==> config.mk <==
export PLATFORM = sky130hd
export DESIGN_NAME = rgmii_rx_decoder
export DESIGN_NICKNAME = d
export VERILOG_FILES = /design/src/rtl/rgmii_pkg.sv /design/src/rtl/rgmii_crc32_byte.sv /design/src/rtl/rgmii_rx_decoder.sv
export SDC_FILE = /design/constraint.sdc
export NUM_CORES = 1
export LEC_CHECK = 0
export ABC_AREA = 0
export ABC_CLOCK_PERIOD_IN_PS = 2700
export CAP_MARGIN = 40
export CORE_AREA = 2 2 61 77
export CTS_BUF_LIST = sky130_fd_sc_hd__clkbuf_4 sky130_fd_sc_hd__clkbuf_8 sky130_fd_sc_hd__clkbuf_16
export CTS_CLUSTER_SIZE = 40
export DETAILED_ROUTE_END_ITERATION = 10
export DIE_AREA = 0 0 63 79
export PLACE_DENSITY = 0.7
export SLEW_MARGIN = 15
export SYNTH_ARGS = -nofsm -noshare
export SYNTH_HDL_FRONTEND = slang
export SYNTH_SLANG_ARGS = --single-unit
==> constraint.sdc <==
create_clock -name clk_125mhz -period 2.7 [get_ports clk_125mhz]
set_clock_uncertainty 0.15 [all_clocks]
set_input_delay 0.27 -clock clk_125mhz [delete_from_list [all_inputs] [get_ports clk_125mhz]]
set_output_delay 0.27 -clock clk_125mhz [all_outputs]
set_load 0.05 [all_outputs]
==> src/rtl/rgmii_pkg.sv <==
// Shared definitions for the RGMII receive path: speed codes,
// preamble/SFD bytes, CRC-32 constants and the receive FSM states.
`timescale 1ns/1ps

package rgmii_pkg;

    localparam logic [1:0] SPEED_10M   = 2'd0;
    localparam logic [1:0] SPEED_100M  = 2'd1;
    localparam logic [1:0] SPEED_1000M = 2'd2;

    localparam logic [7:0] PREAMBLE_BYTE = 8'h55;
    localparam logic [7:0] SFD_BYTE      = 8'hD5;

    localparam logic [31:0] CRC32_INIT      = 32'hFFFF_FFFF;
    localparam logic [31:0] CRC32_POLY_REFL = 32'hEDB8_8320;
    // Good-frame residue, expressed in MSB-first bit order.
    localparam logic [31:0] CRC32_RESIDUE   = 32'hC704_DD7B;

    typedef enum logic [1:0] {
        IDLE,
        PRE,
        DATA,
        DROP
    } rx_state_t;

    function automatic logic [31:0] bit_reverse32(input logic [31:0] v);
        logic [31:0] r;
        for (int i = 0; i < 32; i++) begin
            r[i] = v[31-i];
        end
        return r;
    endfunction

endpackage

==> src/rtl/rgmii_crc32_byte.sv <==
// Combinational byte-wise CRC-32 step, LSB-first (reflected) form,
// used by rgmii_rx_decoder when RGMII_RX_FCS_CHECK_EN is defined.
`timescale 1ns/1ps

module rgmii_crc32_byte
    import rgmii_pkg::*;
(
    input  logic [31:0] crc,
    input  logic [7:0]  data,
    output logic [31:0] crc_next
);

    logic [31:0] c;

    always_comb begin
        c = crc ^ {24'd0, data};
        for (int i = 0; i < 8; i++) begin
            if (c[0]) begin
                c = (c >> 1) ^ CRC32_POLY_REFL;
            end else begin
                c = c >> 1;
            end
        end
        crc_next = c;
    end

endmodule

==> src/rtl/rgmii_rx_decoder.sv <==
// RGMII receive decoder: byte assembly, preamble/SFD strip, AXI-Stream out.
// Optional FCS check is enabled by defining RGMII_RX_FCS_CHECK_EN.
`timescale 1ns/1ps

module rgmii_rx_decoder
    import rgmii_pkg::*;
#(
    parameter int MAX_FRAME_BYTES = 1522,
    parameter int CNT_W           = 11
) (
    input  logic       clk_125mhz,
    input  logic       reset,
    input  logic [1:0] rx_speed,
    input  logic       rx_beat_valid,
    input  logic [3:0] rx_beat_d1,
    input  logic [3:0] rx_beat_d2,
    input  logic       rx_beat_ctl1,
    input  logic       rx_beat_ctl2,
    output logic [7:0] m_axis_rgmii_tdata,
    output logic       m_axis_rgmii_tvalid,
    output logic       m_axis_rgmii_tlast,
    output logic       m_axis_rgmii_tuser,
    output logic       phy_link_status,
    output logic [1:0] phy_speed_status,
    output logic       phy_duplex_status
);

    rx_state_t state_q;
    rx_state_t state_d;

    logic             beat;
    logic             dv;
    logic             er;
    logic             gig;
    logic [1:0]       speed_q;
    logic             phase_q;
    logic [3:0]       lo_q;
    logic             byte_ok;
    logic [7:0]       byte_val;
    logic             start;
    logic             push;
    logic             ovf;
    logic             end_frame;
    logic             data_er;
    logic [CNT_W-1:0] cnt_q;
    logic             err_q;
    logic             flush_q;
    logic [7:0]       hold_q;
    logic             hold_valid_q;
    logic             crc_bad;
    logic             frame_bad;

    assign beat = rx_beat_valid;
    assign dv   = rx_beat_ctl1;
    assign er   = rx_beat_ctl1 ^ rx_beat_ctl2;

    // Speed is frozen for the whole frame; IDLE follows the live input.
    assign gig = ((state_q == IDLE) ? rx_speed : speed_q) == SPEED_1000M;

    assign byte_ok  = beat && dv && (gig || phase_q);
    assign byte_val = gig ? {rx_beat_d2, rx_beat_d1}
                          : {rx_beat_d1, lo_q};

    assign data_er = (state_q == DATA) && beat && dv && er;

`ifdef RGMII_RX_FCS_CHECK_EN
    logic [31:0] crc_q;
    logic [31:0] crc_d;

    rgmii_crc32_byte u_crc (
        .crc      (crc_q),
        .data     (byte_val),
        .crc_next (crc_d)
    );

    always_ff @(posedge clk_125mhz) begin
        if (reset || start) begin
            crc_q <= CRC32_INIT;
        end else if (push) begin
            crc_q <= crc_d;
        end
    end

    assign crc_bad = bit_reverse32(crc_q) != CRC32_RESIDUE;
`else
    assign crc_bad = 1'b0;
`endif

    // A pending low nibble at DV fall means the frame ended mid-byte.
    assign frame_bad = err_q || phase_q || crc_bad;

    always_ff @(posedge clk_125mhz) begin
        if (reset) begin
            state_q <= IDLE;
            speed_q <= SPEED_10M;
        end else begin
            state_q <= state_d;
            if (state_q == IDLE) begin
                speed_q <= rx_speed;
            end
        end
    end

    always_comb begin
        state_d   = state_q;
        start     = 1'b0;
        push      = 1'b0;
        ovf       = 1'b0;
        end_frame = 1'b0;
        unique case (state_q)
            IDLE: begin
                if (beat && dv) begin
                    state_d = PRE;
                end
            end
            PRE: begin
                if (beat && !dv) begin
                    state_d = IDLE;
                end else if (beat && er) begin
                    state_d = DROP;
                end else if (byte_ok) begin
                    if (byte_val == SFD_BYTE) begin
                        state_d = DATA;
                        start   = 1'b1;
                    end else if (byte_val != PREAMBLE_BYTE) begin
                        state_d = DROP;
                    end
                end
            end
            DATA: begin
                if (beat && !dv) begin
                    state_d   = IDLE;
                    end_frame = 1'b1;
                end else if (byte_ok) begin
                    push = 1'b1;
                    if (cnt_q == CNT_W'(MAX_FRAME_BYTES)) begin
                        ovf     = 1'b1;
                        state_d = DROP;
                    end
                end
            end
            DROP: begin
                if (beat && !dv) begin
                    state_d = IDLE;
                end
            end
        endcase
    end

    always_ff @(posedge clk_125mhz) begin
        if (reset) begin
            phase_q <= 1'b0;
            lo_q    <= '0;
        end else if (beat) begin
            if (!dv || gig) begin
                phase_q <= 1'b0;
            end else if (phase_q) begin
                phase_q <= 1'b0;
            end else begin
                phase_q <= 1'b1;
                lo_q    <= rx_beat_d1;
            end
        end
    end

    always_ff @(posedge clk_125mhz) begin
        if (reset) begin
            phy_link_status   <= 1'b0;
            phy_speed_status  <= '0;
            phy_duplex_status <= 1'b0;
        end else if (beat && !dv && !er) begin
            phy_link_status   <= rx_beat_d1[0];
            phy_speed_status  <= rx_beat_d1[2:1];
            phy_duplex_status <= rx_beat_d1[3];
        end
    end

    // One-byte hold lets the final byte carry tlast once DV falls.
    always_ff @(posedge clk_125mhz) begin
        if (reset) begin
            m_axis_rgmii_tdata  <= '0;
            m_axis_rgmii_tvalid <= 1'b0;
            m_axis_rgmii_tlast  <= 1'b0;
            m_axis_rgmii_tuser  <= 1'b0;
            hold_q              <= '0;
            hold_valid_q        <= 1'b0;
            flush_q             <= 1'b0;
            cnt_q               <= '0;
            err_q               <= 1'b0;
        end else begin
            m_axis_rgmii_tvalid <= 1'b0;
            m_axis_rgmii_tlast  <= 1'b0;
            m_axis_rgmii_tuser  <= 1'b0;
            if (flush_q) begin
                m_axis_rgmii_tdata  <= hold_q;
                m_axis_rgmii_tvalid <= 1'b1;
                m_axis_rgmii_tlast  <= 1'b1;
                m_axis_rgmii_tuser  <= 1'b1;
                hold_valid_q        <= 1'b0;
                flush_q             <= 1'b0;
            end
            if (start) begin
                cnt_q        <= '0;
                err_q        <= 1'b0;
                hold_valid_q <= 1'b0;
            end
            if (data_er) begin
                err_q <= 1'b1;
            end
            if (push) begin
                cnt_q        <= cnt_q + CNT_W'(1);
                hold_q       <= byte_val;
                hold_valid_q <= 1'b1;
                flush_q      <= ovf;
                if (hold_valid_q) begin
                    m_axis_rgmii_tdata  <= hold_q;
                    m_axis_rgmii_tvalid <= 1'b1;
                end
            end
            if (end_frame && hold_valid_q) begin
                m_axis_rgmii_tdata  <= hold_q;
                m_axis_rgmii_tvalid <= 1'b1;
                m_axis_rgmii_tlast  <= 1'b1;
                m_axis_rgmii_tuser  <= frame_bad;
                hold_valid_q        <= 1'b0;
            end
        end
    end

endmodule

# Yosys cells after proc, flatten, opt, wreduce, memory -nomap -nowiden
# Cells that the tools add are included.
# op_classes
add_sub_neg,1
n_reduce_logical,22
n_mux,43
n_eq_ne,13
bitwise,6
# op_table
cell,count
8-bit two-way mux,5
1-bit two-way mux,24
11-bit two-way mux,2
2-bit two-way mux,11
"11-bit by 1-bit adder with 11-bit output, second input constant",1
"11-bit == test, second input constant",1
1-bit logical AND,9
"8-bit == test, second input constant",1
"8-bit by 7-bit inequality test with 1-bit output, second input constant",1
2-bit one-hot mux with 4 select lines,1
"2-bit == test, second input constant",3
6-bit AND reduction,1
"5-bit inequality test, second input constant",1
1-bit NOT,5
5-bit OR reduction,1
"4-bit inequality test, second input constant",1
2-bit nonzero test,2
1-bit logical OR,3
"3-bit by 1-bit inequality test with 1-bit output, second input constant",1
"3-bit by 2-bit inequality test with 1-bit output, second input constant",1
3-bit AND reduction,1
3-bit nonzero test,1
"2-bit by 1-bit == test with 1-bit output, second input constant",1
1-bit logical NOT,2
5 further kinds,5
# word_totals
ff_bits,46
output_inout_bits,15
inputBits,15

# Logic depth before layout (Yosys ltp)
# depth
depth_word,12
ltp_mapped,8
depth_no_buf,8

# Worst setup path before layout
# Ideal clock, no wire load.
# synth_path
path_kind,reg2reg
startpoint,reg state_q[0]
endpoint,reg cnt_q[9]
setup_ns,0.088
required_ns,2.462
path_stages_with_launch,9
n_path_buf,2
setup_slack_ns,0.571
arrival_time_ns,1.891
cell_sequence,dfxtp_1 -> buf_6 -> nor4b_4 -> a311oi_2 -> or4_1 -> buf_2 -> nor3_2 -> nor2_1 -> a311oi_2
# synth_via
elab_chain_cells,11
word_cells_on_any_way,19
classes_between,eq/ne (4); mux (11); reduce/logical (4)
# synth_rtl
item,line_no,source
from (decl),rgmii_rx_decoder.sv:28,rx_state_t state_q;
from (signal assigned),rgmii_rx_decoder.sv:97,state_q <= state_d;
2-bit logical NOT,rgmii_rx_decoder.sv:58,assign gig = ((state_q == IDLE) ? rx_speed : speed_q) == SPEED_1000M;
2-bit two-way mux,n/a,
2-bit == test,rgmii_rx_decoder.sv:58,
8-bit two-way mux,rgmii_rx_decoder.sv:61,"assign byte_val = gig ? {rx_beat_d2, rx_beat_d1}"
8-bit == test,rgmii_rx_decoder.sv:122,if (byte_val == SFD_BYTE) begin
1-bit two-way mux,rgmii_rx_decoder.sv:122,
1-bit two-way mux,rgmii_rx_decoder.sv:121,end else if (byte_ok) begin
1-bit two-way mux,rgmii_rx_decoder.sv:119,end else if (beat && er) begin
1-bit two-way mux,rgmii_rx_decoder.sv:117,if (beat && !dv) begin
1-bit two-way mux,rgmii_rx_decoder.sv:110,unique case (state_q)
2-bit nonzero test (no source line),n/a,
to (signal assigned),rgmii_rx_decoder.sv:211,cnt_q <= cnt_q + CNT_W'(1);
to (decl),rgmii_rx_decoder.sv:45,logic [CNT_W-1:0] cnt_q;
# Several ways; a longest one is shown, not always the timed one.
# A chain may end at the register's enable or synchronous reset.

# Worst setup path in the final report
# layout_path
startpoint,reg state_q[0]
endpoint,reg m_axis_rgmii_tdata[6]
# layout_via
elab_chain_cells,10
word_cells_on_any_way,13
classes_between,eq/ne (2); mux (7); reduce/logical (4)
# layout_rtl
item,line_no,source
2-bit logical NOT,rgmii_rx_decoder.sv:58,
2-bit two-way mux,n/a,
2-bit == test,rgmii_rx_decoder.sv:58,
1-bit logical OR,rgmii_rx_decoder.sv:60,assign byte_ok = beat && dv && (gig || phase_q);
1-bit logical AND,rgmii_rx_decoder.sv:60,
1-bit two-way mux,rgmii_rx_decoder.sv:134,end else if (byte_ok) begin
1-bit two-way mux,rgmii_rx_decoder.sv:131,if (beat && !dv) begin
1-bit two-way mux,rgmii_rx_decoder.sv:110,
8-bit two-way mux,rgmii_rx_decoder.sv:210,if (push) begin
8-bit two-way mux (*),rgmii_rx_decoder.sv:220,if (end_frame && hold_valid_q) begin
to (signal assigned),rgmii_rx_decoder.sv:195,m_axis_rgmii_tdata <= hold_q;
to (signal assigned),rgmii_rx_decoder.sv:216,m_axis_rgmii_tdata <= hold_q;
to (signal assigned),rgmii_rx_decoder.sv:221,m_axis_rgmii_tdata <= hold_q;
to (decl),rgmii_rx_decoder.sv:19,"output logic [7:0] m_axis_rgmii_tdata,"
# Every way passes the cells marked *; elsewhere a longest branch is shown, timed or not.

==> impl_metrics.env <==
export IMPL_status="completed"
export IMPL_antenna_cells=0
export IMPL_rows=27
export IMPL_relSlewSlack=0.5973
export IMPL_worstPathRequired_ps=2730
export IMPL_ys_ff_latch=46
export IMPL_root_buffer="clkbuf_8"
export IMPL_tightestPinTransition_ps=600.8
export IMPL_power_density_mw_per_mm2=532.7
export IMPL_drt_wl_total_mm=4.414
export IMPL_fillers=407
export IMPL_ys_async_sr_fraction=0
export IMPL_drv_cap=0
export IMPL_postSynthCellCount=232
export IMPL_start_util=0.4990
export IMPL_grt_max_degree=48
export IMPL_grt_pass1_wl_mm=7.734
export IMPL_tritoncts="done"
export IMPL_htree_levels=2
export IMPL_worstSkewPairLatency_ps=300
export IMPL_drcViolationCount=0
export IMPL_dieHeight_um=79
export IMPL_maxSlewViolCount=0
export IMPL_reg2reg_slack_ps=190
export IMPL_dp_hpwl_mm=3.177
export IMPL_synth_area_leader_cell="dfxtp_1"
export IMPL_die_w_um=63
export IMPL_grt_pass1_vias=1748
export IMPL_hold_viol=0
export IMPL_fmax_mhz=399.2
export IMPL_overflow=0
export IMPL_wl_per_cell_um=13.71
export IMPL_antenna_found_initial=0
export IMPL_rsz0062_at_grt="false"
export IMPL_drive_gt1_frac=0.09848
export IMPL_fin_crit_sh=0.9278
export IMPL_clkSinkCount=46
export IMPL_worstPathArrival_ps=2530
export IMPL_min_from="speed_q[0]"
export IMPL_cts_inserted_buffers=5
export IMPL_ys_flop_type="dfxtp_1"
export IMPL_stdcell_count=322
export IMPL_core_mm2=0.004290
export IMPL_min_path_cells=2
export IMPL_grtUsageTotal=0.1943
export IMPL_synth_area_leaders="dfxtp_1, mux2i_1, nor2_1, a211oi_1, nand2_1"
export IMPL_critPathMaxFanout=11
export IMPL_crit_path_start_kind="flip-flop"
export IMPL_cts_path_max_buffers=2
export IMPL_r2r_cells=7
export IMPL_synth_top_area_share=0.4302
export IMPL_area_growth_pct=21.51
export IMPL_hp_class="reg2reg"
export IMPL_io_buffers=29
export IMPL_viasPerCell=5.509
export IMPL_syn_cell_area_mm2=0.002141
export IMPL_vias=1774
export IMPL_power_leakage_uw=0.0009524
export IMPL_regToRegStartpoint="state_q[0]"
export IMPL_crit_type="reg2reg"
export IMPL_first_iter_violations=76
export IMPL_slowest_stage="a311oi_2"
export IMPL_yosys_warnings=0
export IMPL_dieArea_mm2=0.004977
export IMPL_cp_startpoint="state_q[0]"
export IMPL_dp_cells=314
export IMPL_first_pass_iters=4
export IMPL_endpoint_kind="flip-flop"
export IMPL_syn_nets=249
export IMPL_hold_buffers=0
export IMPL_post_cts_buffers=0
export IMPL_finalSetupTns_ps=0
export IMPL_ios=30
export IMPL_period_needed_ps=2505
export IMPL_setup_viol=0
export IMPL_syn_area_per_cell_um2=9.228
export IMPL_layout_nets=280
export IMPL_whs_endpoint="speed_q[0]"
export IMPL_yosysSeqAreaShare=0.4302
export IMPL_ys_types=48
export IMPL_path_cells="or2_1 -> a311oi_2 -> a21oi_1 -> a31oi_1 -> buf_4 -> mux2i_1 -> nor2_1"
export IMPL_clkTransAtPathRegs_ps=80
export IMPL_reg2reg_to="m_axis_rgmii_tdata[6]"
export IMPL_peakVddDrop_uv=351.8
export IMPL_cpPeakStageDelay_ps=600
export IMPL_synth_edf_count=0
export IMPL_cts_resized=0
export IMPL_ant_nets=0
export IMPL_place_congestion=0.9122
metal layers:
layer,wire [um],GRT usage,share of wire
met5,0,0,0
met4,97,0.08667,0.022
met3,131,0.04249,0.030
met2,2177,0.3383,0.49
met1,2007,0.2277,0.45
placed cells by master, fill, tap and decap left out, types with 4 or more instances in the layout:
cell             synthesis  layout
nor2_1                  47      47
dfxtp_1                 46      46
clkdlybuf4s50_1          0      29
mux2i_1                 24      24
nand2_1                 13      13
a211oi_1                13      13
a21oi_1                  9       9
inv_1                    6       6
o21ai_0                  6       6
buf_4                    2       6
nor3_1                   5       5
clkbuf_8                 0       5
and3_1                   4       4
synthesized netlist by cell type, drive strengths merged (2+ instances only):
cell type  number
clkbuf          4
buf             7
a211o           2
and3            4
ha              2
nand3           3
or4             2
o21ai           7
nor2           47
a211oi         13
a41oi           3
a31o            4
mux2            2
nand2          13
nor4b           2
a311oi          5
nor4            2
o21a            2
nor3            8
mux2i          24
inv             6
a21oi           9
or4b            2
dfxtp          46
metrics by stage:
stage	setup WS, ps	total power [uW]	utilization	cell area (um2)	hold slack (ps)
floorplan	570.5	831.7	-	2141	256.0
global placement	118.3	883.8	0.5801	2489	288.0
detailed placement	111.5	885.1	0.5801	2489	302.9
CTS	208.6	1399	0.6063	2601	320.3
global route	6.368	1444	0.6063	2601	350.9
finish	194.8	1386	0.6063	2601	313.6
critical path: cells and delay by family, from the launching register on:
family / cells / cell delay, ps
flops: 1 / 460
buf+inv: 1 / 230
mux: 1 / 210
compound gates: 3 / 950
simple gates: 2 / 380
layout make-up:
type                       count  area [um2]  share of cell area
clock buffer                   5       68.82             0.02646
clock inverter                 3       43.79             0.01684
inverter                       6       22.52            0.008658
multi-input combinational    169        1137              0.4372
sequential                    46       920.9              0.3540
tap                           58       72.57             0.02790
timing repair buffer          35       335.3              0.1289
worst max-delay path by stage:
stage                                 end  slack (ps)
global route        m_axis_rgmii_tdata[0]           6
finish              m_axis_rgmii_tdata[6]         190
CTS                              cnt_q[9]         210
detailed placement               cnt_q[1]         110
global placement                 cnt_q[1]         120
floorplan                        cnt_q[9]         570
state kept, by name (all words and copies together) (netlist names), 2 cells and up:
signal,flops
state_q,2
m_axis_rgmii_tdata,8
lo_q,4
phy_speed_status,2
cnt_q,11
hold_q,8
speed_q,2
power by group:
| group | internal (uW) | total [uW] | leakage (uW) | switching (uW) |
|---|---|---|---|---|
| Clock | 277 | 516 | 0.0000585 | 238 |
| Combinational | 71.4 | 160 | 0.000522 | 88.8 |
| Sequential | 692 | 710 | 0.000372 | 17.4 |
| Total | 1040 | 1390 | 0.000952 | 345 |
logic make-up after synthesis:
logic type | count (synthesis) | share of synthesized area
XOR/XNOR | 1 | 0.004092
adder cells (fa/ha/maj) | 2 | 0.01169
AND/OR/NAND/NOR | 91 | 0.2239
multiplexers | 26 | 0.1227
buffers and inverters | 17 | 0.03856
flip-flops | 46 | 0.4302
AO/OA/AOI/OAI | 49 | 0.1689
Note: power is estimated with default switching activity, not from simulation.
